File: config.mk
export PLATFORM = sky130hd
export DESIGN_NAME = intr_arbiter_flat
export DESIGN_NICKNAME = d
export VERILOG_FILES = /design/src/rtl/intr_arbiter_if.sv /design/src/rtl/intr_arbiter.sv /design/src/flat_wrapper.sv
export SDC_FILE = /design/constraint.sdc
export NUM_CORES = 1
export LEC_CHECK = 0
export ABC_AREA = 1
export CAP_MARGIN = 20
export CORE_ASPECT_RATIO = 0.75
export CORE_MARGIN = 2
export CORE_UTILIZATION = 31
export CTS_BUF_LIST = sky130_fd_sc_hd__clkbuf_2 sky130_fd_sc_hd__clkbuf_4 sky130_fd_sc_hd__clkbuf_8
export DETAILED_ROUTE_END_ITERATION = 7
export PLACE_DENSITY = 0.65
export SYNTH_ARGS = -nofsm -noshare
export SYNTH_HDL_FRONTEND = slang
export SYNTH_SLANG_ARGS = --single-unit
File: constraint.sdc
create_clock -name CLK -period 1.55 [get_ports CLK]
set_input_delay 0.31 -clock CLK [delete_from_list [all_inputs] [get_ports CLK]]
set_output_delay 0.31 -clock CLK [all_outputs]
set_load 0.01 [all_outputs]
File: src/rtl/intr_arbiter_if.sv
// MCU-side bus of the interrupt arbiter: IO write/read port, IRQ lines, INT handshake.
// Latency: n/a (signal bundle only).
// Backpressure: none; the MCU strobes are single-cycle pulses with no ready.
// Ports: IRQ/IO_STRB/PORT_ID/OUT_PORT/INT_ACK/INT_DONE flow MCU->arbiter,
//        INT_R/VEC_ID/IN_DATA flow arbiter->MCU.
interface intr_arbiter_if;
  logic [7:0] IRQ;
  logic       IO_STRB;
  logic [7:0] PORT_ID;
  logic [7:0] OUT_PORT;
  logic       INT_ACK;
  logic       INT_DONE;
  logic       INT_R;
  logic [2:0] VEC_ID;
  logic [7:0] IN_DATA;

  modport master (
    output IRQ, IO_STRB, PORT_ID, OUT_PORT, INT_ACK, INT_DONE,
    input  INT_R, VEC_ID, IN_DATA
  );

  modport slave (
    input  IRQ, IO_STRB, PORT_ID, OUT_PORT, INT_ACK, INT_DONE,
    output INT_R, VEC_ID, IN_DATA
  );
endinterface

File: src/rtl/intr_arbiter.sv
// Edge-triggered 8-source interrupt arbiter with mask/pending/vector IO registers.
// Latency: IRQ rise -> pend 1 edge, pend -> INT_R 1 more edge; IN_DATA is combinational.
// Backpressure: none; one interrupt in service at a time, new edges keep pending meanwhile.
// Ports: CLK, RESET_N (async active-low), bus (intr_arbiter_if.slave).
module intr_arbiter #(
  parameter logic [7:0] MASK_PORT = 8'h40,
  parameter logic [7:0] PEND_PORT = 8'h41,
  parameter logic [7:0] VEC_PORT  = 8'h42
) (
  input logic           CLK,
  input logic           RESET_N,
  intr_arbiter_if.slave bus
);

  typedef enum logic [1:0] {
    ST_IDLE    = 2'd0,
    ST_REQ     = 2'd1,
    ST_SERVICE = 2'd2
  } state_t;

  state_t     state_q;
  logic [7:0] irq_q;
  logic [7:0] pend_q, pend_d;
  logic [7:0] mask_q, mask_d;
  logic [2:0] vec_q;

  logic [7:0] irq_edge;
  logic [7:0] active;
  logic [2:0] winner;
  logic       wr_pend, wr_mask;
  logic       ack_take;
  logic [7:0] clr;

  assign irq_edge = bus.IRQ & ~irq_q;
  assign active   = pend_q & mask_q;
  assign wr_pend  = bus.IO_STRB && (bus.PORT_ID == PEND_PORT);
  assign wr_mask  = bus.IO_STRB && (bus.PORT_ID == MASK_PORT);
  // An ACK only counts while something is actually requestable; this also
  // makes it override a clearing write landing in the same cycle.
  assign ack_take = (state_q == ST_REQ) && bus.INT_ACK && (|active);

  // Lowest index wins: scan downward so the last hit is the smallest index.
  always_comb begin
    winner = 3'd0;
    for (int i = 7; i >= 0; i--) begin
      if (active[i]) winner = 3'(i);
    end
  end

  // A rising edge in the same cycle as a clear keeps the bit set.
  always_comb begin
    clr = 8'h00;
    if (wr_pend)  clr = clr | bus.OUT_PORT;
    if (ack_take) clr = clr | (8'h01 << winner);
    pend_d = (pend_q & ~clr) | irq_edge;
    mask_d = wr_mask ? bus.OUT_PORT : mask_q;
  end

  always_ff @(posedge CLK or negedge RESET_N) begin
    if (!RESET_N) begin
      state_q <= ST_IDLE;
      irq_q   <= 8'h00;
      pend_q  <= 8'h00;
      mask_q  <= 8'h00;
      vec_q   <= 3'd0;
    end else begin
      irq_q  <= bus.IRQ;
      pend_q <= pend_d;
      mask_q <= mask_d;
      case (state_q)
        ST_IDLE: begin
          if (|active) state_q <= ST_REQ;
        end
        ST_REQ: begin
          if (ack_take) begin
            vec_q   <= winner;
            state_q <= ST_SERVICE;
          end else if ((pend_d & mask_d) == 8'h00) begin
            // Withdraw on the same edge that the mask/W1C write empties active.
            state_q <= ST_IDLE;
          end
        end
        ST_SERVICE: begin
          if (bus.INT_DONE) state_q <= ST_IDLE;
        end
        default: state_q <= ST_IDLE;
      endcase
    end
  end

  assign bus.INT_R  = (state_q == ST_REQ);
  assign bus.VEC_ID = vec_q;

  always_comb begin
    bus.IN_DATA = 8'h00;
    if (bus.PORT_ID == MASK_PORT)      bus.IN_DATA = mask_q;
    else if (bus.PORT_ID == PEND_PORT) bus.IN_DATA = pend_q;
    else if (bus.PORT_ID == VEC_PORT)  bus.IN_DATA = {5'b00000, vec_q};
  end

endmodule

File: src/flat_wrapper.sv
// flat-port wrapper written by rule: the top's interface ports become plain ports
module intr_arbiter_flat 
#(
  parameter logic [7:0] MASK_PORT = 8'h40,
  parameter logic [7:0] PEND_PORT = 8'h41,
  parameter logic [7:0] VEC_PORT  = 8'h42
)
  (CLK, RESET_N, bus_IRQ, bus_IO_STRB, bus_PORT_ID, bus_OUT_PORT, bus_INT_ACK, bus_INT_DONE, bus_INT_R, bus_VEC_ID, bus_IN_DATA);
  intr_arbiter_if bus_i ();
  input logic CLK;
  input logic RESET_N;
  input wire logic [$bits(bus_i.IRQ)-1:0] bus_IRQ;
  input wire logic [$bits(bus_i.IO_STRB)-1:0] bus_IO_STRB;
  input wire logic [$bits(bus_i.PORT_ID)-1:0] bus_PORT_ID;
  input wire logic [$bits(bus_i.OUT_PORT)-1:0] bus_OUT_PORT;
  input wire logic [$bits(bus_i.INT_ACK)-1:0] bus_INT_ACK;
  input wire logic [$bits(bus_i.INT_DONE)-1:0] bus_INT_DONE;
  output wire logic [$bits(bus_i.INT_R)-1:0] bus_INT_R;
  output wire logic [$bits(bus_i.VEC_ID)-1:0] bus_VEC_ID;
  output wire logic [$bits(bus_i.IN_DATA)-1:0] bus_IN_DATA;
  assign bus_i.IRQ = bus_IRQ;
  assign bus_i.IO_STRB = bus_IO_STRB;
  assign bus_i.PORT_ID = bus_PORT_ID;
  assign bus_i.OUT_PORT = bus_OUT_PORT;
  assign bus_i.INT_ACK = bus_INT_ACK;
  assign bus_i.INT_DONE = bus_INT_DONE;
  assign bus_INT_R = bus_i.INT_R;
  assign bus_VEC_ID = bus_i.VEC_ID;
  assign bus_IN_DATA = bus_i.IN_DATA;
  intr_arbiter #(.MASK_PORT(MASK_PORT), .PEND_PORT(PEND_PORT), .VEC_PORT(VEC_PORT)) u_core (.CLK(CLK), .RESET_N(RESET_N), .bus(bus_i));
endmodule
Word level (Yosys, flattened, before mapping). Index checks and enable logic that the tools add are counted.

Flip-flop bits (word level): 29. Bits of input ports: 29. Output and inout bits: 12. Word-level logic and storage cells: 50.

Equality and inequality tests: 8. Shifts and indexed selects: 1. Mux-type cells: 19. Bitwise operators: 8. Reduce and logical (&&, ||, !) cells: 9.

Operators by type and width (number): $mux 8 (5); $and 8x8->8 (4); $mux 3 (9); $eq 8x7->1 const B (3); $not 8->8 (2); $or 8x8->8 (2); $logic_not 8->1 (1); $mux 2 (4); $reduce_or 8->1 (1); $shl 1x3->8 const A (1); $pmux 2 s3 (1); $logic_and 1x1->1 (4); $ne 3x1->1 const B (1); $reduce_and 3->1 (1); $eq 2x1->1 const B (1); $eq 2x2->1 const B (1); $logic_not 2->1 (1); $ne 2x1->1 const B (1); $ne 2x2->1 const B (1); $reduce_and 2->1 (1).

Longest topological paths before layout. Gate-level depths: netlist of run 1.

Depth in word-level cells: 20. Mapped depth: 18. Gate-level depth less buffers: 18.

Worst setup path before layout of run 1. OpenSTA, ideal clock, no wires.

Path kind: in2reg. Start point: input port bus_PORT_ID[5]. End point: register u_core.state_q[0]. Library setup time: 0.121 ns. Arrival: 1.574 ns. Data required time: 1.429 ns. Path slack: -0.145 ns. Stages on the path: 13. Path buffers: 1. Path through: nor2_1 > nand3b_2 > nor4_4 > nand2_4 > buf_6 > nand2_1 > o21ai_2 > nand2_1 > nand2_1 > nor2_1 > nand2_1 > nand2_1 > o21ai_2.

Elaborated cells on any way between the ends: 15. Classes of those cells: eq/ne: 3; mux: 3; bitwise: 5; reduce/logical: 4.

RTL lines: start, declared (line flat_wrapper.sv:14) `input wire logic [$bits(bus_i.PORT_ID)-1:0] bus_PORT_ID;`; $eq 8x7->1 (line intr_arbiter.sv:37) `assign wr_mask = bus.IO_STRB && (bus.PORT_ID == MASK_PORT);`; $logic_and 1x1->1 (line intr_arbiter.sv:37); $mux 8 (line intr_arbiter.sv:56) `mask_d = wr_mask ? bus.OUT_PORT : mask_q;`; net u_core.mask_d[2] (line intr_arbiter.sv:24) `logic [7:0] mask_q, mask_d;`; $and 8x8->8 (line intr_arbiter.sv:78) `end else if ((pend_d & mask_d) == 8'h00) begin`; $logic_not 8->1 (line intr_arbiter.sv:78); $ne 3x1->1 (no line); $reduce_and 3->1 (no line); end signal, assigned (line intr_arbiter.sv:77) `state_q <= ST_SERVICE;`; end signal, assigned (line intr_arbiter.sv:80) `state_q <= ST_IDLE;`; end signal, assigned (line intr_arbiter.sv:84) `if (bus.INT_DONE) state_q <= ST_IDLE;`; end, declared (line intr_arbiter.sv:21) `state_t state_q;`.

The timed path passes the listed nets, and every way through them passes these cells. A chain may end at the register's enable or synchronous reset.

Worst setup path in the final report of run 1.
Start point: input port bus_PORT_ID[5]. End point: output port bus_IN_DATA[0].

Cells in the longest elaborated chain, start to end: 4. Elaborated cells on any way between the ends: 6. Classes of those cells: eq/ne: 3; mux: 3.

Ends and longest elaborated chain: $eq 8x7->1 (line intr_arbiter.sv:98) `else if (bus.PORT_ID == VEC_PORT) bus.IN_DATA = {5'b00000, vec_q};`; $mux 3 (line intr_arbiter.sv:98); $mux 8 (line intr_arbiter.sv:97) `else if (bus.PORT_ID == PEND_PORT) bus.IN_DATA = pend_q;`; $mux 8 (*) (line intr_arbiter.sv:96) `if (bus.PORT_ID == MASK_PORT) bus.IN_DATA = mask_q;`; end, declared (line flat_wrapper.sv:20) `output wire logic [$bits(bus_i.IN_DATA)-1:0] bus_IN_DATA;`.

Mark *: on every way between the ends. The rest lies on a longest branch, timed or not.

==> flow_summary.ini, run 1 <==
[clock_network]
cts_made_buffers = 5
ctsHtreeMaxLevel = 2
cts-root-buf = clkbuf_8
cts_buffer_depth = 2
cts_sinks = 29
clk_latency_ns = 0.28
cts_tree = done
postCtsHoldBufs = 0
path_clk_slew_ns = 0.06

[setup_path]
reg2reg_from = u_core.pend_q[0]
worstPathRequired_ns = 1.24
critical_path.startpoint_type = input port
critPathMostFrequentCell = buf_6
critPathKind = input port to primary output
critPathCaptureType = primary output
cp_num_buf_inv = 5
crit_chain = buf_6 > nor2_4 > nand3b_4 > buf_6 > buf_6 > nor4_4 > buf_4 > nand2_2 > o211ai_1 > buf_2
slowest_delay_ns = 0.17
arrival_ns = 1.46
crit_start = bus_PORT_ID[5]
crit_path_top_delay_cell = buf_4
crit_family = buffers and inverters
cp_max_fo = 3

[route]
first_iter_violations = 95
firstDrtPassIters = 4
avgViaCountPerCell = 4.66
final_antenna_net_count = 0
remaining_drc_errors = 0
wire_per_inst_um = 12.5
wl_mm = 4.34
via_count = 1611
highest_layer = met4
met1_length_mm = 2.02
wl_met3_um = 301
wl_met2_mm = 1.96

[power_and_ir_drop]
p_leak_nw = 1.38
vdd_drop_max_uv = 432
power_density_nw_per_um2 = 1080
p_total_w = 0.00275

[placement]
hpwl_mm = 3.15
portBuffers = 40
pre_cts_slack_ns = -0.880
place_congestion = 0.875

[floorplan]
num_io_pins = 41
die_x_um = 86.0
core-area_sq_um = 4870
rows = 22
initial_utilization = 0.321
die_h_um = 65.5
die_area_sq_um = 5640

[yosys]
synth_edf_count = 0
ys_types = 26
ys_ff_latch = 29
ys_seq_area_frac = 0.464
synthCells = 206
synth_warnings = 0
yosysMostFrequentCell = nand2_1
synth_area_sq_um = 1560
ys.flop_type = dfrtp_1
syn_area_per_cell_sq_um = 7.59
synthTopCellsByCount = nand2_1 (79), inv_1 (30), dfrtp_1 (29)
yosysTopAreaCellShare = 0.464
yosys.area.top_type = dfrtp_1
ys_top_cells_by_area = dfrtp_1 (46%), nand2_1 (19%), inv_1 (7.2%)
synth-async-reset-ratio = 1.00
syn_nets = 235

[sta]
tightest_slew_ns = 0.406
min_period_over_period = 1.14
rsz0062_at_grt = yes
fin_crit_ns = 1.77
hold_violations = 0
fin_tns_setup_ns = -1.26
finalSetupViolations = 9
slew-limit-headroom = 0.729
fin_skew_ns = 0.00698
slew_viol_final = 0
worst_slack_ns = -0.219
fmax_mhz = 565

[grt]
grt_util_all_layers = 0.161
grt_max_degree = 30
grt_antenna_before_repair = 0
overflow = 0
grt_pass1_wl_mm = 6.92
grt_pass1_vias = 1530

[layout]
antenna_cells = 0
drive_gt1_frac = 0.385
area_delta_synth_final_pct = 61.9
utilization = 0.520
layout.nets = 314

[flow_run]
timing.max_cap.violations = 0

[outcome]
violations = negative setup slack
outcome = finished, violations left

[hold_path]
worstHoldPathType = input port to async pin
[metrics by stage]
stage | std cells | instance area, sq um | hold WS, ns
after global placement | 328 | 2200 | 0.485
after detailed placement | 328 | 2200 | 0.493
final | 346 | 2530 | 0.405
after CTS | 342 | 2420 | 0.418
after floorplan | 206 | 1560 | 0.0144
after global routing | 346 | 2530 | 0.448
[sequential cells by signal, indices dropped and copies added, names as in the netlist]
name               cells
u_core.irq_q           8
u_core.mask_q          8
u_core.pend_q          8
u_core.state_q         2
u_core.bus.VEC_ID      3
[logic make-up (layout without fill, tap and decap cells)]
| group | after synthesis | count (layout) | share of synthesized area |
|---|---|---|---|
| and+or+nand+nor | 114 | 114 | 0.324 |
| AOI/OAI and AO/OA | 27 | 27 | 0.121 |
| buffers and inverters | 36 | 116 | 0.0912 |
| DFF | 29 | 29 | 0.464 |
[report_power, final]
part	internal [W]	switching [W]
combinational	0.000525	0.000591
sequential	0.000899	0.0000960
clock	0.000370	0.000265
[path summary, 6_finish.rpt]
kind,to,slack [ns],depth (start not counted)
setup / recovery,bus_IN_DATA[0],-0.22,10
hold / removal,u_core.state_q[0],0.41,2
setup reg to reg,u_core.state_q[0],-0.20,14
hold reg to reg,u_core.pend_q[6],0.49,3
max in group asynchronous,u_core.irq_q[6],0.87,2
min in group CLK,u_core.pend_q[6],0.49,3
[metal layers]
metal  track usage  vias to the layer above
li1              -                      811
met1         0.220                      749
met2         0.244                       45
met3        0.0427                        6
met4        0.0595                        0
met5             0                        -
[placed cells by master (no fill, tap or decap), types with 2 or more instances in the layout]
cell / instances
clkdlybuf4s50_1: 20
nand2_2: 14
nor2_2: 4
nor2_1: 7
dfrtp_1: 29
buf_4: 26
buf_6: 12
inv_2: 6
nand2_1: 65
a21oi_2: 5
o22ai_2: 4
nor4_4: 2
nand3_2: 3
nand4_1: 4
buf_2: 9
o21a_1: 2
dlymetal6s2s_1: 3
inv_1: 27
clkbuf_4: 3
o21ai_2: 3
clkbuf_2: 2
o21ai_0: 3
clkbuf_8: 5
a31oi_1: 6
nor2_4: 4
nand3_1: 6
[cell type report]
| type | instances | area (sq um) |
|---|---|---|
| inverters | 34 | 133 |
| well taps | 60 | 75.1 |
| fillers | 479 | 2340 |
| multi-input cells | 141 | 858 |
| repair buffers | 74 | 649 |
| flip-flops and latches | 29 | 726 |
| clock buffers | 8 | 91.3 |
[timing repair]
item / 4_1_cts / 5_1_grt
pin swaps: 7 / 14
buffers inserted: 6 / 4
gates resized for setup: 79 / 42
hold endpoints to repair: 0 / 0
endpoints found under the setup margin: 15 / 12
Note: power is estimated with default switching activity, not from simulation.
==> run 2: changes to the inputs <==
--- a/config.mk
+++ b/config.mk
@@ -12,6 +12,7 @@
 export CORE_UTILIZATION = 31
 export CTS_BUF_LIST = sky130_fd_sc_hd__clkbuf_2 sky130_fd_sc_hd__clkbuf_4 sky130_fd_sc_hd__clkbuf_8
 export DETAILED_ROUTE_END_ITERATION = 7
+export GPL_ROUTABILITY_DRIVEN = 0
 export PLACE_DENSITY = 0.65
 export SYNTH_ARGS = -nofsm -noshare
 export SYNTH_HDL_FRONTEND = slang
==> results of run 2 <==
Same layout as run 1: the final DEF is identical, and so are final timing and power.
==> run 3: changes to the inputs <==
--- a/config.mk
+++ b/config.mk
@@ -11,6 +11,7 @@
 export CORE_MARGIN = 2
 export CORE_UTILIZATION = 31
 export CTS_BUF_LIST = sky130_fd_sc_hd__clkbuf_2 sky130_fd_sc_hd__clkbuf_4 sky130_fd_sc_hd__clkbuf_8
+export CTS_CLUSTER_SIZE = 40
 export DETAILED_ROUTE_END_ITERATION = 7
 export GPL_ROUTABILITY_DRIVEN = 0
 export PLACE_DENSITY = 0.65
==> results of run 3 <==
Same layout as run 1: the final DEF is identical, and so are final timing and power.
